`config.mk`:
```
export PLATFORM = sky130hd
export DESIGN_NAME = decode_ctl_stage
export DESIGN_NICKNAME = d
export VERILOG_FILES = /design/src/rtl/decode_pkg.sv /design/src/rtl/decode_ctl_comb.sv /design/src/rtl/decode_ctl_stage.sv
export SDC_FILE = /design/constraint.sdc
export NUM_CORES = 1
export LEC_CHECK = 0
export CORE_MARGIN = 8
export CORE_UTILIZATION = 37
export DETAILED_ROUTE_END_ITERATION = 8
export GPL_ROUTABILITY_DRIVEN = 0
export GPL_TIMING_DRIVEN = 0
export PLACE_DENSITY = 0.61
export SYNTH_ARGS = -nofsm -noshare
export SYNTH_HDL_FRONTEND = slang
export SYNTH_SLANG_ARGS = --single-unit
```
`constraint.sdc`:
```
create_clock -name clk -period 3.5 [get_ports clk]
set_input_delay 1.05 -clock clk [delete_from_list [all_inputs] [get_ports clk]]
set_output_delay 1.05 -clock clk [all_outputs]
set_load 0.02 [all_outputs]
```
`src/rtl/decode_pkg.sv`:
```
// Shared decode definitions: MIPS opcode/funct encodings, ALU operation
// codes, branch/memory/multiply-divide enums, the registered control word
// layout and the HI/LO unit FSM states.
package decode_pkg;

  localparam logic [5:0] OP_RTYPE = 6'h00;
  localparam logic [5:0] OP_REGIMM = 6'h01;
  localparam logic [5:0] OP_J     = 6'h02;
  localparam logic [5:0] OP_JAL   = 6'h03;
  localparam logic [5:0] OP_BEQ   = 6'h04;
  localparam logic [5:0] OP_BNE   = 6'h05;
  localparam logic [5:0] OP_BLEZ  = 6'h06;
  localparam logic [5:0] OP_BGTZ  = 6'h07;
  localparam logic [5:0] OP_ADDIU = 6'h09;
  localparam logic [5:0] OP_SLTI  = 6'h0A;
  localparam logic [5:0] OP_SLTIU = 6'h0B;
  localparam logic [5:0] OP_ANDI  = 6'h0C;
  localparam logic [5:0] OP_ORI   = 6'h0D;
  localparam logic [5:0] OP_XORI  = 6'h0E;
  localparam logic [5:0] OP_LUI   = 6'h0F;
  localparam logic [5:0] OP_LB    = 6'h20;
  localparam logic [5:0] OP_LW    = 6'h23;
  localparam logic [5:0] OP_LBU   = 6'h24;
  localparam logic [5:0] OP_SB    = 6'h28;
  localparam logic [5:0] OP_SW    = 6'h2B;

  localparam logic [5:0] F_SLL   = 6'h00;
  localparam logic [5:0] F_SRL   = 6'h02;
  localparam logic [5:0] F_SRA   = 6'h03;
  localparam logic [5:0] F_SLLV  = 6'h04;
  localparam logic [5:0] F_SRLV  = 6'h06;
  localparam logic [5:0] F_SRAV  = 6'h07;
  localparam logic [5:0] F_JR    = 6'h08;
  localparam logic [5:0] F_JALR  = 6'h09;
  localparam logic [5:0] F_MFHI  = 6'h10;
  localparam logic [5:0] F_MTHI  = 6'h11;
  localparam logic [5:0] F_MFLO  = 6'h12;
  localparam logic [5:0] F_MTLO  = 6'h13;
  localparam logic [5:0] F_MULT  = 6'h18;
  localparam logic [5:0] F_MULTU = 6'h19;
  localparam logic [5:0] F_DIV   = 6'h1A;
  localparam logic [5:0] F_DIVU  = 6'h1B;
  localparam logic [5:0] F_ADD   = 6'h20;
  localparam logic [5:0] F_ADDU  = 6'h21;
  localparam logic [5:0] F_SUB   = 6'h22;
  localparam logic [5:0] F_SUBU  = 6'h23;
  localparam logic [5:0] F_AND   = 6'h24;
  localparam logic [5:0] F_OR    = 6'h25;
  localparam logic [5:0] F_XOR   = 6'h26;
  localparam logic [5:0] F_NOR   = 6'h27;
  localparam logic [5:0] F_SLT   = 6'h2A;
  localparam logic [5:0] F_SLTU  = 6'h2B;

  localparam int ALU_W = 5;
  localparam logic [ALU_W-1:0] ALU_NOP  = 5'd0;
  localparam logic [ALU_W-1:0] ALU_ADD  = 5'd1;
  localparam logic [ALU_W-1:0] ALU_SUB  = 5'd2;
  localparam logic [ALU_W-1:0] ALU_AND  = 5'd3;
  localparam logic [ALU_W-1:0] ALU_OR   = 5'd4;
  localparam logic [ALU_W-1:0] ALU_XOR  = 5'd5;
  localparam logic [ALU_W-1:0] ALU_NOR  = 5'd6;
  localparam logic [ALU_W-1:0] ALU_SLT  = 5'd7;
  localparam logic [ALU_W-1:0] ALU_SLTU = 5'd8;
  localparam logic [ALU_W-1:0] ALU_SLL  = 5'd9;
  localparam logic [ALU_W-1:0] ALU_SRL  = 5'd10;
  localparam logic [ALU_W-1:0] ALU_SRA  = 5'd11;
  localparam logic [ALU_W-1:0] ALU_LUI  = 5'd12;
  localparam logic [ALU_W-1:0] ALU_MFHI = 5'd13;
  localparam logic [ALU_W-1:0] ALU_MFLO = 5'd14;
  localparam logic [ALU_W-1:0] ALU_SLLV = 5'd15;
  localparam logic [ALU_W-1:0] ALU_SRLV = 5'd16;
  localparam logic [ALU_W-1:0] ALU_SRAV = 5'd17;

  typedef enum logic [2:0] {BR_NONE, BR_EQ, BR_NE, BR_GEZ, BR_GTZ, BR_LEZ, BR_LTZ} br_cond_e;
  typedef enum logic [1:0] {MS_WORD, MS_BYTE_S, MS_BYTE_U} mem_size_e;
  typedef enum logic [1:0] {MD_NONE, MD_MUL, MD_DIV} md_op_e;
  typedef enum logic {MD_IDLE, MD_BUSY} md_state_e;

  typedef struct packed {
    logic             reg_write;
    logic             mem_to_reg;
    logic             mem_write;
    logic             alu_src;
    logic             ext_op;
    logic             reg_dst;
    logic             jmp;
    logic             jal;
    br_cond_e         br_cond;
    mem_size_e        mem_size;
    logic [ALU_W-1:0] alu_op;
    logic [4:0]       dest;
    logic [4:0]       rs;
    logic [4:0]       rt;
    md_op_e           md_op;
  } ctl_word_t;

endpackage

```
`src/rtl/decode_ctl_comb.sv`:
```
// Pure combinational instruction decoder.
//   instr    : fetched 32-bit instruction
//   cw       : control word (all-zero for undecodable encodings)
//   illegal  : opcode (or REGIMM rt) not recognised
//   reads_rt : instruction sources the rt register (load-use hazard check)
//   hilo_use : instruction touches the HI/LO unit (mult/div/mfhi/mflo/mthi/mtlo)
module decode_ctl_comb
  import decode_pkg::*;
(
  input  logic [31:0] instr,
  output ctl_word_t   cw,
  output logic        illegal,
  output logic        reads_rt,
  output logic        hilo_use
);

  logic [5:0] op, funct;
  logic [4:0] rs, rt, rd;
  logic       unused_shamt;

  assign op    = instr[31:26];
  assign rs    = instr[25:21];
  assign rt    = instr[20:16];
  assign rd    = instr[15:11];
  assign funct = instr[5:0];
  assign unused_shamt = ^instr[10:6];

  always_comb begin
    cw       = '0;
    illegal  = 1'b0;
    reads_rt = 1'b0;
    hilo_use = 1'b0;
    cw.rs    = rs;
    cw.rt    = rt;
    case (op)
      OP_RTYPE: begin
        cw.reg_dst   = 1'b1;
        cw.reg_write = 1'b1;
        cw.dest      = rd;
        reads_rt     = 1'b1;
        case (funct)
          F_ADD, F_ADDU:   cw.alu_op = ALU_ADD;
          F_SUB, F_SUBU:   cw.alu_op = ALU_SUB;
          F_AND:           cw.alu_op = ALU_AND;
          F_OR:            cw.alu_op = ALU_OR;
          F_XOR:           cw.alu_op = ALU_XOR;
          F_NOR:           cw.alu_op = ALU_NOR;
          F_SLT:           cw.alu_op = ALU_SLT;
          F_SLTU:          cw.alu_op = ALU_SLTU;
          F_SLL:           cw.alu_op = ALU_SLL;
          F_SRL:           cw.alu_op = ALU_SRL;
          F_SRA:           cw.alu_op = ALU_SRA;
          F_SLLV:          cw.alu_op = ALU_SLLV;
          F_SRLV:          cw.alu_op = ALU_SRLV;
          F_SRAV:          cw.alu_op = ALU_SRAV;
          F_JR:            begin cw.reg_write = 1'b0; reads_rt = 1'b0; end
          F_JALR:          reads_rt = 1'b0;
          F_MFHI:          begin cw.alu_op = ALU_MFHI; reads_rt = 1'b0; hilo_use = 1'b1; end
          F_MFLO:          begin cw.alu_op = ALU_MFLO; reads_rt = 1'b0; hilo_use = 1'b1; end
          F_MTHI, F_MTLO:  begin cw.reg_write = 1'b0; reads_rt = 1'b0; hilo_use = 1'b1; end
          F_MULT, F_MULTU: begin cw.reg_write = 1'b0; cw.md_op = MD_MUL; hilo_use = 1'b1; end
          F_DIV, F_DIVU:   begin cw.reg_write = 1'b0; cw.md_op = MD_DIV; hilo_use = 1'b1; end
          default:         cw.reg_write = 1'b0;
        endcase
      end
      OP_ADDIU, OP_SLTI, OP_SLTIU, OP_ANDI, OP_ORI, OP_XORI, OP_LUI: begin
        cw.reg_write = 1'b1;
        cw.alu_src   = 1'b1;
        cw.dest      = rt;
        cw.ext_op    = (op == OP_ADDIU) || (op == OP_SLTI) || (op == OP_SLTIU);
        case (op)
          OP_ADDIU: cw.alu_op = ALU_ADD;
          OP_SLTI:  cw.alu_op = ALU_SLT;
          OP_SLTIU: cw.alu_op = ALU_SLTU;
          OP_ANDI:  cw.alu_op = ALU_AND;
          OP_ORI:   cw.alu_op = ALU_OR;
          OP_XORI:  cw.alu_op = ALU_XOR;
          default:  cw.alu_op = ALU_LUI;
        endcase
      end
      OP_LW, OP_LB, OP_LBU: begin
        cw.reg_write  = 1'b1;
        cw.mem_to_reg = 1'b1;
        cw.alu_src    = 1'b1;
        cw.ext_op     = 1'b1;
        cw.alu_op     = ALU_ADD;
        cw.dest       = rt;
        cw.mem_size   = (op == OP_LW) ? MS_WORD : (op == OP_LB) ? MS_BYTE_S : MS_BYTE_U;
      end
      OP_SW, OP_SB: begin
        cw.mem_write = 1'b1;
        cw.alu_src   = 1'b1;
        cw.ext_op    = 1'b1;
        cw.alu_op    = ALU_ADD;
        cw.mem_size  = (op == OP_SW) ? MS_WORD : MS_BYTE_S;
        reads_rt     = 1'b1;
      end
      OP_BEQ, OP_BNE: begin
        cw.ext_op  = 1'b1;
        cw.alu_op  = ALU_SUB;
        cw.br_cond = (op == OP_BEQ) ? BR_EQ : BR_NE;
        reads_rt   = 1'b1;
      end
      OP_BLEZ, OP_BGTZ: begin
        cw.ext_op  = 1'b1;
        cw.br_cond = (op == OP_BLEZ) ? BR_LEZ : BR_GTZ;
      end
      OP_REGIMM: begin
        cw.ext_op = 1'b1;
        case (rt)
          5'd0:    cw.br_cond = BR_LTZ;
          5'd1:    cw.br_cond = BR_GEZ;
          default: illegal = 1'b1;
        endcase
      end
      OP_J, OP_JAL: begin
        cw.rs  = '0;
        cw.rt  = '0;
        cw.jmp = 1'b1;
        if (op == OP_JAL) begin
          cw.jal       = 1'b1;
          cw.reg_write = 1'b1;
          cw.dest      = 5'd31;
        end
      end
      default: illegal = 1'b1;
    endcase
    if (illegal) begin
      cw       = '0;
      reads_rt = 1'b0;
      hilo_use = 1'b0;
    end
    // $0 is never a real destination
    if (cw.dest == 5'd0) cw.reg_write = 1'b0;
  end

endmodule

```
`src/rtl/decode_ctl_stage.sv`:
```
// Decode stage: registers the decoded control word with valid/ready
// handshaking, load-use interlock, HI/LO unit occupancy tracking and flush.
//   clk, rst              : clock, synchronous active-high reset
//   in_valid/instr/in_ready : instruction input handshake
//   flush                 : kill held word and any presented instruction
//   out_ready/out_valid   : control word output handshake
//   reg_write..md_op      : registered control word fields
//   illegal               : held word came from an undecodable instruction
//   md_busy               : HI/LO unit occupied
module decode_ctl_stage
  import decode_pkg::*;
#(
  parameter int ALUOP_W = 5,
  parameter int MUL_LAT = 4,
  parameter int DIV_LAT = 32
) (
  input  logic               clk,
  input  logic               rst,
  input  logic               in_valid,
  input  logic [31:0]        instr,
  output logic               in_ready,
  input  logic               flush,
  input  logic               out_ready,
  output logic               out_valid,
  output logic               reg_write,
  output logic               mem_to_reg,
  output logic               mem_write,
  output logic               alu_src,
  output logic               ext_op,
  output logic               reg_dst,
  output logic               jmp,
  output logic               jal,
  output logic [2:0]         br_cond,
  output logic [1:0]         mem_size,
  output logic [ALUOP_W-1:0] alu_op,
  output logic [4:0]         dest,
  output logic [4:0]         rs,
  output logic [4:0]         rt,
  output logic [1:0]         md_op,
  output logic               illegal,
  output logic               md_busy
);

  localparam int MAX_LAT = (MUL_LAT > DIV_LAT) ? MUL_LAT : DIV_LAT;
  localparam int CNT_W   = $clog2(MAX_LAT + 1);

  ctl_word_t  cw, q;
  logic       illegal_c, reads_rt, hilo_use;
  logic       out_valid_q, illegal_q;
  logic       adv, load_stall, md_stall, accept;
  md_state_e  state_q, state_d;
  logic [CNT_W-1:0] cnt_q, cnt_d, md_load;

  decode_ctl_comb u_dec (
    .instr    (instr),
    .cw       (cw),
    .illegal  (illegal_c),
    .reads_rt (reads_rt),
    .hilo_use (hilo_use)
  );

  assign adv        = !out_valid_q || out_ready;
  assign load_stall = out_valid_q && q.mem_to_reg && (q.dest != 5'd0) &&
                      ((instr[25:21] == q.dest) || (reads_rt && (instr[20:16] == q.dest)));
  assign md_stall   = (state_q == MD_BUSY) && hilo_use;
  // during flush the presented instruction is swallowed, so it is "taken"
  assign in_ready   = flush || (adv && !load_stall && !md_stall);
  assign accept     = in_valid && in_ready && !flush;
  assign md_load    = (cw.md_op == MD_DIV) ? CNT_W'(DIV_LAT - 1) : CNT_W'(MUL_LAT - 1);

  // Busy cycles = latency-1: the unit leaves BUSY on the edge where the
  // counter reaches 0, so a dependent op issues exactly LAT cycles later.
  always_comb begin
    state_d = state_q;
    cnt_d   = cnt_q;
    case (state_q)
      MD_IDLE: if (accept && (cw.md_op != MD_NONE)) begin
        cnt_d = md_load;
        if (md_load != '0) state_d = MD_BUSY;
      end
      MD_BUSY: begin
        cnt_d = cnt_q - 1'b1;
        if (cnt_q == CNT_W'(1)) state_d = MD_IDLE;
      end
      default: state_d = MD_IDLE;
    endcase
  end

  always_ff @(posedge clk) begin
    if (rst) begin
      state_q <= MD_IDLE;
      cnt_q   <= '0;
    end else begin
      state_q <= state_d;
      cnt_q   <= cnt_d;
    end
  end

  // Stalled or idle cycles load a bubble with a zeroed word.
  always_ff @(posedge clk) begin
    if (rst || flush) begin
      out_valid_q <= 1'b0;
      illegal_q   <= 1'b0;
      q           <= '0;
    end else if (adv) begin
      out_valid_q <= accept;
      illegal_q   <= accept && illegal_c;
      q           <= accept ? cw : '0;
    end
  end

  assign out_valid  = out_valid_q;
  assign illegal    = illegal_q;
  assign md_busy    = (state_q == MD_BUSY);
  assign reg_write  = q.reg_write;
  assign mem_to_reg = q.mem_to_reg;
  assign mem_write  = q.mem_write;
  assign alu_src    = q.alu_src;
  assign ext_op     = q.ext_op;
  assign reg_dst    = q.reg_dst;
  assign jmp        = q.jmp;
  assign jal        = q.jal;
  assign br_cond    = q.br_cond;
  assign mem_size   = q.mem_size;
  assign alu_op     = ALUOP_W'(q.alu_op);
  assign dest       = q.dest;
  assign rs         = q.rs;
  assign rt         = q.rt;
  assign md_op      = q.md_op;

endmodule

```
### Yosys cells after proc, flatten, opt, wreduce, memory -nomap -nowiden

Cells that the tools add are included.
Widths: inputs -> output; s select.

* add/subtract/negate cells: 1
* eq/ne operators: 50
* muxes and demuxes: 43
* bitwise gates (word level): 1
* reduce and logical (&&, ||, !) cells: 48

Operators with widths (number)
* $eq 6x6->1 const B: 15
* $pmux 5 s16: 1
* $mux 35: 2
* $eq 6x4->1 const B: 9
* $eq 6x5->1 const B: 8
* $eq 6x3->1 const B: 7
* $reduce_or 19->1: 2
* $eq 6x2->1 const B: 4
* $pmux 4 s6: 1
* $pmux 5 s4: 1
* $reduce_or 10->1: 2
* $mux 1: 18
* $reduce_or 2->1: 9
* $pmux 5 s3: 1
* $eq 6x1->1 const B: 2
* $logic_not 6->1: 2
* $pmux 6 s2: 1
* $reduce_or 12->1: 1
* $logic_and 1x1->1: 11
* $eq 5x5->1: 2
* $logic_not 5->1: 2
* $mux 10: 1
* $mux 2: 5
* $mux 5: 2
* other kinds (22): 34

* register bits: 44
* input bits: 37
* output and inout bits: 39
* word-level logic and storage cells: 162

### Depth between registers and ports, before layout

* word-level depth: 17
* gate-level depth with buffers: 10

### By module

A second synthesis with hierarchy kept.

* cell total of the unflattened synthesis: 320
* area total of the unflattened synthesis: 2702.6 µm²

Modules (own cells, without submodules)
* decode_ctl_stage: instances 1, cells an instance 159, area an instance 1750.4 µm², sequential area each 880.8 µm²
* decode_ctl_comb: instances 1, cells an instance 161, area an instance 952.2 µm², sequential area each 0.0 µm²

### Worst setup path after synthesis

Ideal clock, no wire load.

* path type: input port to output port
* from: input instr[3]
* to: output in_ready
* data arrival time: 2.385 ns
* data required time: 2.450 ns
* path slack: 0.065 ns
* stages: 8
* path buffers: 1
* path through: clkbuf_1 nand2b_1 o22ai_1 a221oi_2 o211ai_2 and2_1 nand2_1 o21bai_1

* cells in the longest elaborated chain, start to end: 12

Ends and longest elaborated chain
* start, declared: RTL line decode_ctl_stage.sv:20 `input logic [31:0] instr,`
* $eq 6x4->1 / $eq 6x5->1 (equally long branches): RTL line decode_ctl_comb.sv:41 `case (funct)`
* $reduce_or 6->1 (no source line)
* $mux 1: RTL line decode_ctl_comb.sv:41
* $pmux 1 s2: RTL line decode_ctl_comb.sv:35 `case (op)`
* $mux 1: RTL line decode_ctl_comb.sv:128 `if (illegal) begin`
* $logic_and 1x1->1: RTL line decode_ctl_stage.sv:64 `((instr[25:21] == q.dest) || (reads_rt && (instr[20:16] == q.dest)));`
* $logic_or 1x1->1: RTL line decode_ctl_stage.sv:64
* $logic_and 1x1->1: RTL line decode_ctl_stage.sv:63 `assign load_stall = out_valid_q && q.mem_to_reg && (q.dest != 5'd0) &&`
* $logic_not 1->1: RTL line decode_ctl_stage.sv:67 `assign in_ready = flush || (adv && !load_stall && !md_stall);`
* $logic_and 1x1->1: RTL line decode_ctl_stage.sv:67
* $logic_and 1x1->1 *: RTL line decode_ctl_stage.sv:67
* $logic_or 1x1->1 *: RTL line decode_ctl_stage.sv:67
* end, declared: RTL line decode_ctl_stage.sv:21 `output logic in_ready,`

Mark *: on every way between the ends. The rest lies on a longest branch, timed or not.

### Worst setup path after layout

* from: input instr[28]
* to: output in_ready

* cells in the longest elaborated chain, start to end: 11

Ends and longest elaborated chain (RTL line)
* $eq 6x3->1, or another cell as far along: decode_ctl_comb.sv:35
* $reduce_or 19->1 (no source line) / $reduce_or 4->1 (equally long branches)
* $pmux 1 s2: decode_ctl_comb.sv:35
* $mux 1: decode_ctl_comb.sv:128
* $logic_and 1x1->1: decode_ctl_stage.sv:64
* $logic_or 1x1->1: decode_ctl_stage.sv:64
* $logic_and 1x1->1: decode_ctl_stage.sv:63
* $logic_not 1->1: decode_ctl_stage.sv:67
* $logic_and 1x1->1: decode_ctl_stage.sv:67
* $logic_and 1x1->1 *: decode_ctl_stage.sv:67
* $logic_or 1x1->1 *: decode_ctl_stage.sv:67

Marked as above.

==> results.cfg <==
[status]
run_status = finished with violations
violations = negative setup slack

[final_layout]
fin_util_pct = 51.8
post_route_cells_drive_above_1_share_pct = 13.2
total_area_of_multi_input_combinational_cells_um2 = 1740
finish.instance_area_um2 = 3720
layout_overhead_on_the_synthesized_area_pct = 37.6
final.fill_count = 722
largest-register = cnt_q
largest_register_ff_count = 6
seq_area_um2 = 881
final_cell_count_no_fill = 522
antennaDiodeCount = 0
design.final.nets = 462

[clocking]
cts_root_buffer = sky130_fd_sc_hd__clkbuf_8
cts-htree-levels = 2
clock_sink_count = 44
clk-insertion-delay-late_ns = 0.30
post_cts_hold_buffer_count = 0
worst_path_clk_slew_ns = 0.08
ctsLongestPathBuffers = 2
cts_tree = built
numCtsBuffers = 5

[floorplanning]
die_h_um = 101
die_area_um2 = 10300
starting_density_of_the_core_pct = 37.6
die_x_um = 101
ioPinCount = 76
floorplan.core_area_um2 = 7180
placementRows = 31

[route]
drtAntennaViolNets = 0
drc = 0
drt-initial-drc-count = 218
finalWirelength_mm = 9.03
avgViaCountPerCell = 5.67
drt-wirelength-per-cell_um = 17.3
first_pass_iters = 5
vias = 2959

[global_route]
grt.overflow.total = 0
grt_max_degree = 20
first_global_vias = 2738
grt_pass1_wl_mm = 14.3
antenna_found_initial = 0
globalRouteTotalUtil_pct = 17.4

[setup_path]
timing.critical_path.fanout_max = 7
cp_top_family = simple AND/OR/NAND/NOR gates
worst-endpoint-arrival_ns = 2.54
crit_chain = buf_8 -> nor4_4 -> nand2_1 -> a221oi_2 -> o211ai_2 -> and2_4 -> nand2_2 -> o21bai_1 -> buf_4
worstPathRequired_ns = 2.45
crit_path_start_kind = primary input
max_stage_delay_ns = 0.38
r2r_cells = 10
slowest_stage = sky130_fd_sc_hd__nor4_4
destination_of_the_worst_register_to_register_timing_path = br_cond[0]
end_kind = primary output
ff2ff_setup_slack_ns = 1.21
timing.rr.start = dest[0]
cp.buffers_inverters = 2
crit_type = in2out

[flow_run]
timing.max_cap.violations = 0

[sta]
final.min_clock_period_ns = 3.59
drv_slew = 0
worstMarginPinSlew_ns = 0.753
clock_skew_ns = 0.00781
finalWorstSetupSlack_ns = -0.0862
fmax_ghz = 0.279
relSlewSlack_pct = 49.6
min_period_over_period_pct = 102
whs_ns = 0.461
finalSetupViolations = 1
grt_setup_unrepaired = yes
hold_viol_final = 0

[place]
dpl-instance-area_um2 = 3490
dp_hpwl_mm = 6.65
io_buffer_count = 67
dpl_cells = 507

[logic_synthesis]
most_common_library_cells_after_synthesis = sky130_fd_sc_hd__nor2_1 (47), sky130_fd_sc_hd__dfxtp_1 (44), sky130_fd_sc_hd__a22oi_1 (23), sky130_fd_sc_hd__nand2_1 (23), sky130_fd_sc_hd__clkbuf_1 (19)
post_synthesis_sequential_area_ratio_pct = 32.6
synth.most_common_cell = sky130_fd_sc_hd__nor2_1
avg_synthesized_cell_area_um2 = 7.92
edff_count_synth = 0
synth_cells = 341
synth_area_um2 = 2700
synth-seq-cells = 44
asyncSetResetFlopFracSynth_pct = 0
synth_area_leader_cell = sky130_fd_sc_hd__dfxtp_1
synthesis.yosys.warnings = 0
synth-main-ff-cell = sky130_fd_sc_hd__dfxtp_1
post-synth-top-area-fraction_pct = 32.6
yosys-top-cells-area = sky130_fd_sc_hd__dfxtp_1 (33%), sky130_fd_sc_hd__nor2_1 (6.5%), sky130_fd_sc_hd__a22oi_1 (6.4%)
synth.distinct_cells = 62
synth.net_count = 380

[min_path]
min_from = br_cond[1]
hold_path_class = reg2reg
whs_path_depth = 2
min_to = br_cond[1]

[pwr]
vdd.ir_drop.worst_v = 0.000131
power.static_leakage_uw = 0.00128
power_per_cell_area_nw_per_um2 = 274
p_total_uw = 1020
==> report_power, final <==
| group | leakage [uW] | internal (uW) | switching, uW |
|---|---|---|---|
| Combinational | 0.000884 | 84.8 | 117 |
| Sequential | 0.000355 | 503 | 2.16 |
| Clock | 0.0000400 | 135 | 177 |
==> timing repair <==
| action | 4_1_cts | 5_1_grt |
|---|---|---|
| buffers inserted | 7 | 2 |
| pin swaps | 8 | 6 |
| endpoints found under the setup margin | 1 | 1 |
| resized for setup | 60 | 14 |
==> area by class of cell <==
cell class,instances,share of cell area (%)
inverter,10,1.01
multi-input combinational,259,46.8
sequential,44,23.7
clock buffer,5,1.85
timing repair buffer,76,19.6
tap,99,3.33
buffer,27,3.43
clock inverter,2,0.337
==> tightest hold or removal path, stage by stage (launching register included) <==
cell and delay (ns):
sky130_fd_sc_hd__dfxtp_1 0.32, sky130_fd_sc_hd__nand2_1 0.05, sky130_fd_sc_hd__a21oi_1 0.05
==> through the flow <==
stage / setup TNS [ns] / worst slack, ns
finish: -0.0862 / -0.0862
global placement: -1.67 / -1.09
CTS: -0.0492 / -0.0492
detailed placement: -2.01 / -1.11
floorplan: 0 / 0.0655
global route: -0.144 / -0.144
==> per-layer routing <==
layer,vias to the layer above,track usage [%],share of wire (%)
li1,1441,-,-
met1,1430,23.6,47
met2,86,27.8,47
met3,2,3.51,5.7
met4,0,2.98,0.49
met5,-,0,0
==> cell usage in the layout, fill, tap and decap left out, types with 6 or more instances in the layout <==
master / count
sky130_fd_sc_hd__clkbuf_1: 15
sky130_fd_sc_hd__a22oi_1: 23
sky130_fd_sc_hd__clkdlybuf4s50_1: 48
sky130_fd_sc_hd__inv_1: 9
sky130_fd_sc_hd__a31oi_1: 8
sky130_fd_sc_hd__a221o_1: 7
sky130_fd_sc_hd__o21ai_0: 12
sky130_fd_sc_hd__dlygate4sd2_1: 10
sky130_fd_sc_hd__xnor2_1: 6
sky130_fd_sc_hd__buf_4: 11
sky130_fd_sc_hd__dfxtp_1: 44
sky130_fd_sc_hd__a21oi_1: 15
sky130_fd_sc_hd__nand2_1: 22
sky130_fd_sc_hd__nor2_1: 45
sky130_fd_sc_hd__a32o_1: 6
sky130_fd_sc_hd__nor3_1: 11
sky130_fd_sc_hd__nand2b_1: 8
==> worst max-delay path by stage <==
stage | cells past startpoint | to | slack (ns) | startpoint
global route | 9 | in_ready | -0.14 | instr[28]
CTS | 9 | in_ready | -0.05 | instr[31]
finish | 9 | in_ready | -0.09 | instr[28]
floorplan | 8 | in_ready | 0.07 | instr[3]
detailed placement | 9 | in_ready | -1.11 | instr[28]
global placement | 9 | in_ready | -1.09 | instr[28]
==> kinds of logic after synthesis <==
logic type               Yosys count  share of synthesized area [%]
AO/OA/AOI/OAI                    108                           29.7
adder cells (fa/ha/maj)            2                          0.927
flip-flops                        44                           32.6
multiplexers                       2                          0.788
AND/OR/NAND/NOR                  136                           26.4
XOR/XNOR                          11                           3.57
buffers and inverters             38                           6.02
(Power assumes the default switching activity.)
==> patch (same settings) <==
`ALUOP_W`: 5 -> 10.
--- a/src/rtl/decode_ctl_stage.sv
+++ b/src/rtl/decode_ctl_stage.sv
@@ -12,3 +12,3 @@
 #(
-  parameter int ALUOP_W = 5,
+  parameter int ALUOP_W = 10,
   parameter int MUL_LAT = 4,
Interface: changed (resized alu_op); port bits go from 76 to 81. The function was not compared with the original's and may differ.
==> patch against the original RTL <==
The flow still finishes with violations (negative setup slack); sequential cell count is the same; final area rose by 2.5%; first-iteration DRC count fell by 13%; wire length grew 3.7%; worst setup slack improved by 0.071 ns; total power rose by 9.0%; area after synthesis up 1.5%; hold slack improved by 0.0011 ns; critical endpoint unchanged.
==> patch: results <==
group,metric,value,unit
status,status,"finished, violations left",
status,violations,"negative setup slack",
placement,dp_cells,517,
worst_hold_path,hold_path_class,"flop to flop",
grt,grt_pass1_wl,14800,um
critical_path,rrSetupSlack,1.22,ns
critical_path,critPathMaxStageDelay,0.35,ns
detailed_routing,viasPerCell,5.61,
pwr,leakage,1.35,nW
sta,setup_viol,1,
logic_synthesis,synthCells,347,
placement,dp_hpwl,6840,um
final_layout,nNetsFinal,471,
sta,tns,-0.0152,ns
flow_run,drv_cap,0,
critical_path,rr_startpoint,"dest[0]",
sta,worstMarginPinSlew,0.670,ns
logic_synthesis,synth_seq_area_share,32.1,%
logic_synthesis,synthDistinctLibCells,64,
grt,grt.total_usage,17.9,%
critical_path,r2r_end,"br_cond[0]",
placement,dpl_cell_area,0.00355,sq mm
sta,worst_slack,-0.0152,ns
final_layout,largest_reg_flops,6,
clocking,insertion_delay,0.30,ns
sta,skew,0.00981,ns
placement,pre_cts_ws,-1.12,ns
worst_hold_path,min_to,"br_cond[1]",
final_layout,fill_cells,716,
sta,fin_hold_ws,0.462,ns
critical_path,reg2regPathDepth,10,
pwr,peakVddDrop,0.210,mV
final_layout,final_cell_count_no_fill,532,
critical_path,arrival,2.47,ns
detailed_routing,wl_per_cell,17.6,um
placement,port-buffer-count,67,
logic_synthesis,synth.area.top_cells,"dfxtp_1 (32%), nor2_1 (6.4%), a22oi_1 (6.3%), nand2_1 (3.1%), a21oi_1 (2.7%)",
final_layout,final_layout_size_suffix_gt1_share,14.1,%
logic_synthesis,yosys_warnings,0,
grt,grt_pass1_vias,2878,
detailed_routing,drtIter0Drc,190,
grt,grt_max_degree,14,
critical_path,crit_path_max_fanout,4,
final_layout,fin_util,52.8,%
## patch: layer usage
layer / vias to the layer above / global-route usage (%) / part of all wire [%]
met5: - / 0 / 0
met4: 0 / 4.85 / 1.4
met3: 13 / 5.52 / 8.8
met2: 110 / 28.6 / 45
met1: 1408 / 22.7 / 45
li1: 1454 / - / -
## patch: power breakdown
| group | leakage [nW] | switching, mW | internal (mW) |
|---|---|---|---|
| clock | 0.0552 | 0.181 | 0.212 |
| sequential | 0.355 | 0.00213 | 0.503 |
| combinational | 0.944 | 0.123 | 0.0899 |
| total | 1.35 | 0.306 | 0.805 |
## patch: layout make-up
class | count | area share (%)
Clock buffer | 6 | 1.90
Sequential cell | 44 | 23.1
Buffer | 33 | 4.60
Timing Repair Buffer | 74 | 19.0
Multi-Input combinational cell | 264 | 46.2
Clock inverter | 2 | 0.920
Inverter | 10 | 0.985
Tap cell | 99 | 3.25
## patch: repair_timing
action	in CTS	in global routing
endpoints found under the setup margin	1	1
setup buffers	4	3
resized for setup	60	17
pin swaps	9	8
## patch: cells by family (layout without fill, tap and decap cells)
| family | count (synthesis) | after routing | synth area share (%) |
|---|---|---|---|
| compound gates | 108 | 108 | 29.3 |
| buf+inv | 43 | 125 | 7.30 |
| xor+xnor | 11 | 11 | 3.51 |
| fa+ha+maj | 2 | 2 | 0.913 |
| mux | 2 | 2 | 0.776 |
| other cells | 1 | 5 | 0.137 |
| simple gates | 136 | 136 | 26.0 |
| flops | 44 | 44 | 32.1 |
## patch: how the worst max path moves through the flow
stage	end	slack [ns]	cells past startpoint
2_1_floorplan	in_ready	0.07	8
3_3_place_gp	in_ready	-1.11	9
3_5_place_dp	in_ready	-1.12	9
4_1_cts	in_ready	-0.07	9
5_1_grt	in_ready	-0.11	9
6_report	in_ready	-0.02	9
## patch: worst reg2reg max path, delay by kind of cell (launching register included)
| family | cells | cell delay, ns |
|---|---|---|
| DFF | 1 | 0.36 |
| AOI/OAI and AO/OA | 2 | 0.43 |
| and+or+nand+nor | 5 | 0.92 |
| buffers and inverters | 3 | 0.52 |
